**config.mk**
```make
export PLATFORM = sky130hd
export DESIGN_NAME = shift_arbiter_seq
export DESIGN_NICKNAME = d
export VERILOG_FILES = /design/src/rtl/shift_arbiter_seq.sv
export SDC_FILE = /design/constraint.sdc
export NUM_CORES = 1
export LEC_CHECK = 0
export ABC_AREA = 1
export CAP_MARGIN = 30
export CORE_ASPECT_RATIO = 1.2
export CORE_MARGIN = 8
export CORE_UTILIZATION = 52
export DETAILED_ROUTE_END_ITERATION = 8
export MAX_ROUTING_LAYER = met4
export PLACE_DENSITY = 0.88
export SYNTH_ARGS = -nofsm -noshare
export SYNTH_HDL_FRONTEND = slang
export SYNTH_HIERARCHICAL = 1
export SYNTH_SLANG_ARGS = --single-unit
```
**constraint.sdc**
```tcl
create_clock -name clk -period 2.1 [get_ports clk]
set_input_delay 0.525 -clock clk [delete_from_list [all_inputs] [get_ports clk]]
set_output_delay 0.525 -clock clk [all_outputs]
set_load 0.01 [all_outputs]
```
**src/rtl/shift_arbiter_seq.sv**
```systemverilog
// -----------------------------------------------------------------------------
// shift_arbiter_seq
//
// Shares one 16-bit combinational shifter (mode 0 = SLL, mode 1 = SRA,
// 4-bit amount) between two requesters: req0 (EX-stage ALU) and req1
// (load-alignment unit). Round-robin arbitration with valid/ready on both
// requesters, a two-pass rotate-right sequenced through the single shifter,
// and a registered response held under backpressure.
//
// Optional feature macro: SHIFT_ARB_ROR_EN
//   defined   : op 2'b10 performs ROR as SLL(16-amt) then masked SRA(amt)
//   undefined : op 2'b10 is reserved (data returned unchanged, single pass);
//               the PASS2 state and the partial register are not built.
//
// Ports
//   clk                      system clock, rising edge
//   rst_n                    synchronous active-low reset
//   reqN_valid / reqN_ready  request handshake for requester N (0 or 1)
//   reqN_data [15:0]         operand
//   reqN_amt  [3:0]          shift amount
//   reqN_op   [1:0]          00 SLL, 01 SRA, 10 ROR, 11 reserved
//   resp_valid / resp_ready  response handshake
//   resp_data [15:0]         result
//   resp_id                  requester that issued the result
// -----------------------------------------------------------------------------

module shift_arbiter_seq_shifter (
  input  logic [15:0] data_i,
  input  logic [3:0]  amt_i,
  input  logic        mode_i,
  output logic [15:0] result_o
);

  // Mode 0 is a logical left shift, mode 1 an arithmetic right shift.
  always_comb begin
    if (mode_i == 1'b0) begin
      result_o = data_i << amt_i;
    end else begin
      result_o = $unsigned($signed(data_i) >>> amt_i);
    end
  end

endmodule

module shift_arbiter_seq #(
  parameter logic RR_INIT = 1'b1
) (
  input  logic        clk,
  input  logic        rst_n,
  input  logic        req0_valid,
  output logic        req0_ready,
  input  logic [15:0] req0_data,
  input  logic [3:0]  req0_amt,
  input  logic [1:0]  req0_op,
  input  logic        req1_valid,
  output logic        req1_ready,
  input  logic [15:0] req1_data,
  input  logic [3:0]  req1_amt,
  input  logic [1:0]  req1_op,
  output logic        resp_valid,
  input  logic        resp_ready,
  output logic [15:0] resp_data,
  output logic        resp_id
);

  localparam logic [1:0] ST_IDLE  = 2'd0;
  localparam logic [1:0] ST_PASS1 = 2'd1;
  localparam logic [1:0] ST_HOLD  = 2'd3;
  localparam logic [1:0] OP_SLL   = 2'b00;
  localparam logic [1:0] OP_SRA   = 2'b01;
`ifdef SHIFT_ARB_ROR_EN
  localparam logic [1:0] ST_PASS2 = 2'd2;
  localparam logic [1:0] OP_ROR   = 2'b10;
`endif

  logic [1:0]  state_q, state_d;
  logic        ptr_q, ptr_d;
  logic [15:0] data_q, data_d;
  logic [3:0]  amt_q, amt_d;
  logic [1:0]  op_q, op_d;
  logic        id_q, id_d;
  logic        resp_valid_q, resp_valid_d;
  logic [15:0] resp_data_q, resp_data_d;
  logic        resp_id_q, resp_id_d;
`ifdef SHIFT_ARB_ROR_EN
  logic [15:0] partial_q, partial_d;
`endif

  logic        gnt0_s, gnt1_s;
  logic        sh_mode_s;
  logic [3:0]  sh_amt_s;
  logic [15:0] sh_out_s;

  shift_arbiter_seq_shifter u_shifter (
    .data_i   (data_q),
    .amt_i    (sh_amt_s),
    .mode_i   (sh_mode_s),
    .result_o (sh_out_s)
  );

  // Round-robin grant: on a tie the requester that is not the pointer wins.
  always_comb begin
    gnt0_s = 1'b0;
    gnt1_s = 1'b0;
    if (rst_n && (state_q == ST_IDLE)) begin
      if (req0_valid && req1_valid) begin
        gnt0_s = ptr_q;
        gnt1_s = ~ptr_q;
      end else begin
        gnt0_s = req0_valid;
        gnt1_s = req1_valid;
      end
    end else begin
      gnt0_s = 1'b0;
      gnt1_s = 1'b0;
    end
  end

  assign req0_ready = gnt0_s;
  assign req1_ready = gnt1_s;

  // Shifter control; inputs are don't-care outside the pass states.
  always_comb begin
    sh_mode_s = 1'b0;
    sh_amt_s  = amt_q;
    case (state_q)
      ST_PASS1: begin
        if (op_q == OP_SRA) begin
          sh_mode_s = 1'b1;
`ifdef SHIFT_ARB_ROR_EN
        end else if (op_q == OP_ROR) begin
          // First ROR pass moves the low bits up: left by (16-amt) mod 16.
          sh_amt_s = 4'd0 - amt_q;
`endif
        end else begin
          sh_mode_s = 1'b0;
        end
      end
`ifdef SHIFT_ARB_ROR_EN
      ST_PASS2: begin
        sh_mode_s = 1'b1;
      end
`endif
      default: begin
        sh_mode_s = 1'b0;
      end
    endcase
  end

  // Sequencer next-state: accept, one or two shifter passes, then hold.
  always_comb begin
    state_d      = state_q;
    ptr_d        = ptr_q;
    data_d       = data_q;
    amt_d        = amt_q;
    op_d         = op_q;
    id_d         = id_q;
    resp_valid_d = resp_valid_q;
    resp_data_d  = resp_data_q;
    resp_id_d    = resp_id_q;
`ifdef SHIFT_ARB_ROR_EN
    partial_d    = partial_q;
`endif
    case (state_q)
      ST_IDLE: begin
        if (gnt0_s || gnt1_s) begin
          data_d  = gnt1_s ? req1_data : req0_data;
          amt_d   = gnt1_s ? req1_amt  : req0_amt;
          op_d    = gnt1_s ? req1_op   : req0_op;
          id_d    = gnt1_s;
          ptr_d   = gnt1_s;
          state_d = ST_PASS1;
        end else begin
          state_d = ST_IDLE;
        end
      end
      ST_PASS1: begin
        state_d      = ST_HOLD;
        resp_valid_d = 1'b1;
        resp_id_d    = id_q;
        if ((op_q == OP_SLL) || (op_q == OP_SRA)) begin
          resp_data_d = sh_out_s;
`ifdef SHIFT_ARB_ROR_EN
        end else if ((op_q == OP_ROR) && (amt_q != 4'd0)) begin
          partial_d    = sh_out_s;
          resp_valid_d = 1'b0;
          resp_id_d    = resp_id_q;
          state_d      = ST_PASS2;
`endif
        end else begin
          resp_data_d = data_q;
        end
      end
`ifdef SHIFT_ARB_ROR_EN
      ST_PASS2: begin
        // Masking the SRA result turns it into a logical right shift.
        resp_data_d  = partial_q | (sh_out_s & (16'hFFFF >> amt_q));
        resp_valid_d = 1'b1;
        resp_id_d    = id_q;
        state_d      = ST_HOLD;
      end
`endif
      ST_HOLD: begin
        if (resp_ready) begin
          resp_valid_d = 1'b0;
          state_d      = ST_IDLE;
        end else begin
          state_d = ST_HOLD;
        end
      end
      default: begin
        state_d = ST_IDLE;
      end
    endcase
  end

  // State and datapath registers with synchronous active-low reset.
  always_ff @(posedge clk) begin
    if (!rst_n) begin
      state_q      <= ST_IDLE;
      ptr_q        <= RR_INIT;
      data_q       <= 16'h0000;
      amt_q        <= 4'd0;
      op_q         <= 2'b00;
      id_q         <= 1'b0;
      resp_valid_q <= 1'b0;
      resp_data_q  <= 16'h0000;
      resp_id_q    <= 1'b0;
`ifdef SHIFT_ARB_ROR_EN
      partial_q    <= 16'h0000;
`endif
    end else begin
      state_q      <= state_d;
      ptr_q        <= ptr_d;
      data_q       <= data_d;
      amt_q        <= amt_d;
      op_q         <= op_d;
      id_q         <= id_d;
      resp_valid_q <= resp_valid_d;
      resp_data_q  <= resp_data_d;
      resp_id_q    <= resp_id_d;
`ifdef SHIFT_ARB_ROR_EN
      partial_q    <= partial_d;
`endif
    end
  end

  assign resp_valid = resp_valid_q;
  assign resp_data  = resp_data_q;
  assign resp_id    = resp_id_q;

endmodule

```
==> reports/qor.yml, run 1 <==
run_status:
  status: "complete, no violations"
sta:
  max_clock_freq_ghz: 0.4952
  period_share_pct: 96.16
  rsz0062_at_grt: "no"
  period_needed_ns: 2.019
  setup_tns_ns: 0
  hold_violations: 0
  skew_ns: 0.009974
  setup_violations: 0
  worstMarginPinSlew_ns: 0.6238
  slew_headroom_pct: 58.37
  worst_slack_ns: 0.08074
  drv_slew: 0
worst_setup_path:
  startpoint: "req1_valid"
  r2r_cells: 9
  crit_type: "input pin to output port"
  max_stage_delay_ns: 0.42
  crit_path_top_delay_cell: "clkdlybuf4s50_1"
  critPathMaxFanout: 3
  arrival_ns: 1.49
  end_kind: "output port"
  critPathLaunchType: "input pin"
  cp.required_ns: 1.57
  reg2reg_slack_ns: 0.20
  r2r_start: "state_q[1]"
  r2r-end: "resp_data[0]"
  crit_chain: "clkdlybuf4s50_1 > buf_4 > a21oi_1 > dlygate4sd2_1"
clock_network:
  clock_sinks: 44
  cts_setup_buffers: 0
  cts_buffer_depth: 2
  clk_latency_ns: 0.29
  root_buffer: "clkbuf_8"
  path_clk_slew_ns: 0.08
  ctsHoldBuffers: 0
  htreeDepth: 2
  cts_made_buffers: 5
  cts_tree: "yes"
hold_path:
  worstHoldEndpoint: "id_q"
  hold_path_class: "flip-flop to flip-flop"
  hp-start: "id_q"
  holdPathStages: 2
die:
  die_area_mm2: 0.009771
  initial_utilization_pct: 52.97
  core_mm2: 0.006730
  die_w_um: 91.58
  io_pins: 69
  placementRows: 33
  die_h_um: 106.7
routing:
  drt_iter0_drc: 502
  via_per_inst: 5.869
  dr_total_vias: 4384
  wl_per_cell_um: 14.80
  drc_errors: 0
  firstDrtPassIters: 6
  ant_nets: 0
  wirelength_mm: 11.06
grt:
  grt_pass1_wl_mm: 18.07
  antenna_found_initial: 0
  track_usage_pct: 22.33
  grt_overflow_total: 0
  grt_max_degree: 46
  grt_pass1_vias: 4114
yosys:
  ys_types: 29
  synth.largest_area_cell: "dfxtp_1"
  avgSynthCellArea_um2: 5.912
  synthCells: 603
  synth_area_leaders: "dfxtp_1 (25%), nand3_1 (19%), nand2_1 (16%), a21oi_1 (8.4%), nor2_1 (5.8%)"
  yosysTopAreaCellShare_pct: 24.71
  synth_area_mm2: 0.003565
  ys_ff_latch: 44
  syn_nets: 652
  ys_seq_area_share_pct: 24.71
  ys_warn_count: 6
power_and_ir_drop:
  internal-power_mw: 2.000
  pwr_density_cell_mw_per_mm2: 789.3
  seqPwrFrac_pct: 32.5
  peakVddDrop_uv: 496.5
  p_comb_share_pct: 48.9
  power.share.clock_pct: 18.7
  p_sw_mw: 1.456
  switching_share_pct: 42.13
  leakage_nw: 2.012
layout:
  nFillCells: 618
  drive_above_1_share_pct: 9.394
  final_nets: 708
  area_growth_pct: 22.82
  diodes: 0
placement:
  place.gp.congestion: 0.9583
  place_ws_ns: -0.4346
  place_hpwl_mm: 8.145
  io_buffers: 68
flow_run:
  cap_violations: 0
## worst max path at each step
stage                               to  slack (ns)  depth (start not counted)
after floorplan           resp_data[1]        0.17                         12
after global placement      req1_ready       -0.41                          6
after detailed placement    req1_ready       -0.43                          6
after CTS                   req1_ready       0.008                          6
after global routing      resp_data[9]        0.02                         12
final                       req0_ready        0.08                          4
## cells by family (layout without fill, tap and decap cells)
group,Yosys count,count (layout),synth area share (%)
DFF,44,44,24.71
buffers and inverters,80,137,11.86
and+or+nand+nor,366,366,46.96
AOI/OAI and AO/OA,113,113,16.46
## what timing repair did
item / in CTS / in global routing
endpoints found under the hold margin: 0 / 0
endpoints found under the setup margin: 3 / 4
resized for setup: 5 / 4
## critical path, delay by kind of cell
kind	cells	cell delay (ns)
buffers and inverters	3	0.85
AO/OA/AOI/OAI	1	0.13
## area by class of cell
| class | instances | area, um2 | area share [%] |
|---|---|---|---|
| flip-flops and latches | 44 | 880.8 | 20.12 |
| inverters | 38 | 150.1 | 3.430 |
| clock inverters | 3 | 42.54 | 0.9717 |
| repair buffers | 91 | 860.8 | 19.66 |
| clock buffers | 5 | 68.82 | 1.572 |
| well taps | 87 | 108.9 | 2.486 |
| multi-input cells | 479 | 2266 | 51.76 |
## flip-flops by register name (all words and copies together) (netlist names)
signal,cells
resp_id,1
resp_valid,1
id_q,1
amt_q,4
state_q,2
resp_data,16
data_q,16
op_q,2
ptr_q,1
## layer usage
layer  vias to the layer above  part of all wire [%]  global-route usage (%)  routed length, um
met5                         -                     0                       -                  0
met4                         0                   3.1                   9.144                342
met3                        39                   5.9                   2.795                657
met2                       210                    48                   38.30               5273
met1                      2008                    43                   25.75               4783
li1                       2127                     -                       -                  -
## metrics by stage
stage / cell area, um2 / std cells / power (mW) / hold WS (ns) / util, %
final: 4378 / 747 / 3.455 / 0.4945 / 65.05
after global routing: 4378 / 747 / 3.684 / 0.5189 / 65.05
after CTS: 4375 / 747 / 3.429 / 0.4938 / 65.01
after detailed placement: 4267 / 739 / 2.787 / 0.4867 / 63.39
after global placement: 4267 / 739 / 2.750 / 0.4635 / 63.39
after floorplan: 3565 / 603 / 2.274 / 0.4379 / -
## cell usage after synthesis
cell type / number
buf_2: 22
o21ai_1: 27
nor2_1: 55
buf_8: 1
a21oi_1: 60
buf_12: 1
o21ai_0: 21
buf_6: 5
o211ai_1: 1
a21oi_4: 1
buf_4: 6
nand2_4: 9
o21bai_1: 1
inv_1: 32
nand3_2: 4
inv_2: 4
clkbuf_1: 7
nor2_2: 2
nor2_4: 2
nand2_2: 4
nand2_1: 151
a31oi_1: 1
nand4_1: 3
nor3_1: 1
dfxtp_1: 44
inv_8: 1
o21ai_2: 1
nand3_1: 135
clkinv_1: 1
## cell usage in the layout, fill, tap and decap left out, types with 2 or more instances in the layout
master           netlist  layout
nand2_1              151     151
nand3_1              135     135
clkdlybuf4s50_1        0      64
a21oi_1               60      60
nor2_1                55      53
dfxtp_1               44      44
inv_1                 32      32
o21ai_1               27      27
o21ai_0               21      21
buf_4                  6      21
nand2_4                9       9
clkbuf_8               0       5
inv_2                  4       4
nand2_2                4       4
nor2_2                 2       4
nand3_2                4       4
dlygate4sd2_1          0       3
nand4_1                3       3
nor2_4                 2       2
## power groups by stage
stage	combinational, mW	clock, mW	sequential (mW)
2_1_floorplan	1.16	0	1.12
3_3_place_gp	1.62	0	1.13
3_5_place_dp	1.66	0	1.13
4_1_cts	1.66	0.650	1.12
5_1_grt	1.87	0.678	1.13
6_report	1.69	0.646	1.12
Note: power is estimated with default switching activity, not from simulation.
==> inputs of run 2 (changes only) <==
--- a/config.mk
+++ b/config.mk
@@ -6,13 +6,15 @@
 export NUM_CORES = 1
 export LEC_CHECK = 0
 export ABC_AREA = 1
-export CAP_MARGIN = 30
+export CAP_MARGIN = 15
 export CORE_ASPECT_RATIO = 1.2
 export CORE_MARGIN = 8
 export CORE_UTILIZATION = 52
+export CTS_BUF_LIST = sky130_fd_sc_hd__clkbuf_16
 export DETAILED_ROUTE_END_ITERATION = 8
+export DONT_BUFFER_PORTS = 1
 export MAX_ROUTING_LAYER = met4
-export PLACE_DENSITY = 0.88
+export PLACE_DENSITY = 0.75
 export SYNTH_ARGS = -nofsm -noshare
 export SYNTH_HDL_FRONTEND = slang
 export SYNTH_HIERARCHICAL = 1
==> reports/qor.yml, run 2 (same netlist as run 1, synthesis figures left out) <==
clock_network:
  path_clk_slew_ns: 0.07
  cts_made_buffers: 5
  cts_tree: "yes"
  clock_sinks: 44
  clk_latency_ns: 0.29
  ctsHoldBuffers: 0
  htreeDepth: 2
  root_buffer: "clkbuf_16"
  cts_buffer_depth: 2
  cts_setup_buffers: 0
power_and_ir_drop:
  internal-power_mw: 2.014
  switching_share_pct: 42.26
  seqPwrFrac_pct: 33.4
  p_sw_mw: 1.474
  total_power_mw: 3.488
  pwr_density_cell_mw_per_mm2: 941.6
  peakVddDrop_uv: 601.3
  leakage_nw: 1.740
  p_comb_share_pct: 39.9
  power.share.clock_pct: 26.8
grt:
  use_met2_pct: 37.11
  antenna_found_initial: 0
  grt_overflow_total: 0
  track_usage_pct: 22.60
  grt_use_met3_pct: 3.354
  met1_usage_pct: 26.80
  grt_pass1_wl_mm: 18.02
  grt_pass1_vias: 3849
  busiest_layer: "met2"
  grt_max_degree: 46
worst_setup_path:
  critPathMaxFanout: 17
  end_kind: "flip-flop"
  crit_type: "flip-flop to flip-flop"
  cp.required_ns: 2.27
  r2r-end: "resp_data[10]"
  arrival_ns: 2.14
  critPathLaunchType: "flip-flop"
  r2r_cells: 12
  r2r_start: "state_q[0]"
  reg2reg_slack_ns: 0.13
routing:
  firstDrtPassIters: 6
  wirelength_mm: 10.87
  ant_nets: 0
  wl_per_cell_um: 16.18
  dr_total_vias: 3983
  drt_iter0_drc: 417
  drc_errors: 0
  via_per_inst: 5.927
sta:
  rsz0062_at_grt: "no"
  hold_violations: 0
  skew_ns: 0.002819
  period_share_pct: 93.66
  setup_violations: 0
  drv_slew: 0
  max_clock_freq_ghz: 0.5084
  setup_tns_ns: 0
  slew_headroom_pct: 58.18
  period_needed_ns: 1.967
  worstMarginPinSlew_ns: 0.6266
placement:
  placed_cells: 664
  io_buffers: 0
  place.gp.congestion: 1.040
  place_area_mm2: 0.003521
  place_hpwl_mm: 7.887
layout:
  area_growth_pct: 3.931
  final_common_cell: "nand2_1"
  drive_above_1_share_pct: 9.231
  most-common-layout-cells: "nand2_1 (151), nand3_1 (135), a21oi_1 (60)"
  final_cells: 672
  final_area_mm2: 0.003705
  fin_util_pct: 55.05
  final_nets: 633
  diodes: 0
hold_path:
  holdPathStages: 1
  worstHoldEndpoint: "resp_valid"
  hp-start: "resp_ready"
  hold_path_class: "input pin to flip-flop"
die:
  die_w_um: 91.58
  die_h_um: 106.7
  placementRows: 33
  initial_utilization_pct: 52.97
  die_area_mm2: 0.009771
  core_mm2: 0.006730
  io_pins: 69
run_status:
  status: "complete, no violations"
flow_run:
  cap_violations: 0
[run 2: area by class of cell]
class | count | area [um2]
inverter | 38 | 150.1
tap | 87 | 108.9
sequential | 44 | 880.8
timing repair buffer | 16 | 123.9
multi-input combinational | 479 | 2266
clock inverter | 3 | 50.05
fill | 713 | 3025
clock buffer | 5 | 125.1
[run 2: worst max-delay path by stage]
stage          depth (start not counted)             to        from  slack (ns)
3_5_place_dp                          12  resp_data[10]  state_q[0]        0.12
4_1_cts                               12  resp_data[10]  state_q[0]        0.11
5_1_grt                               12  resp_data[10]  state_q[0]        0.02
6_report                              12  resp_data[10]  state_q[0]        0.13
2_1_floorplan                         12   resp_data[1]     op_q[1]        0.17
3_3_place_gp                          12  resp_data[10]  state_q[0]        0.18
[run 2: power groups by stage]
| stage | Sequential [mW] | Combinational, mW | Clock [mW] |
|---|---|---|---|
| global placement | 1.18 | 1.35 | 0 |
| detailed placement | 1.18 | 1.36 | 0 |
| floorplan | 1.12 | 1.16 | 0 |
| CTS | 1.16 | 1.37 | 0.942 |
| finish | 1.16 | 1.39 | 0.934 |
| global route | 1.18 | 1.57 | 0.971 |
[run 2: routing by layer]
layer,part of all wire (%),wire [um]
met1,43,4657
met2,48,5186
met3,6.1,667
met4,3.3,363
met5,0,0
[run 2: timing repair]
action                                  in CTS  in global routing
endpoints found under the setup margin       0                  6
gates resized for setup                      0                  3
hold endpoints to repair                     0                  0
[run 2: metrics by stage]
stage	hold slack [ns]	worst slack, ns
finish	0.3343	0.1331
global route	0.3367	0.02082
CTS	0.3351	0.1054
detailed placement	0.4649	0.1206
global placement	0.4624	0.1782
floorplan	0.4379	0.1690
[run 2: worst max-delay path, stage by stage (launching register included)]
cell and delay (ns):
dfxtp_1 0.42, inv_2 0.08, nor2_4 0.09, inv_2 0.04, nor2_2 0.14, buf_6 0.21
nor2_2 0.10, inv_1 0.16, nor2_1 0.07, a21oi_1 0.21, nand2_1 0.09, a21oi_1 0.14
a21oi_1 0.09
==> inputs of run 3 (changes only) <==
--- a/config.mk
+++ b/config.mk
@@ -11,6 +11,7 @@
 export CORE_MARGIN = 8
 export CORE_UTILIZATION = 52
 export CTS_BUF_LIST = sky130_fd_sc_hd__clkbuf_16
+export CTS_CLUSTER_DIAMETER = 80
 export DETAILED_ROUTE_END_ITERATION = 8
 export DONT_BUFFER_PORTS = 1
 export MAX_ROUTING_LAYER = met4
==> results of run 3 <==
Final layout, timing and power as in run 2 (identical DEF).
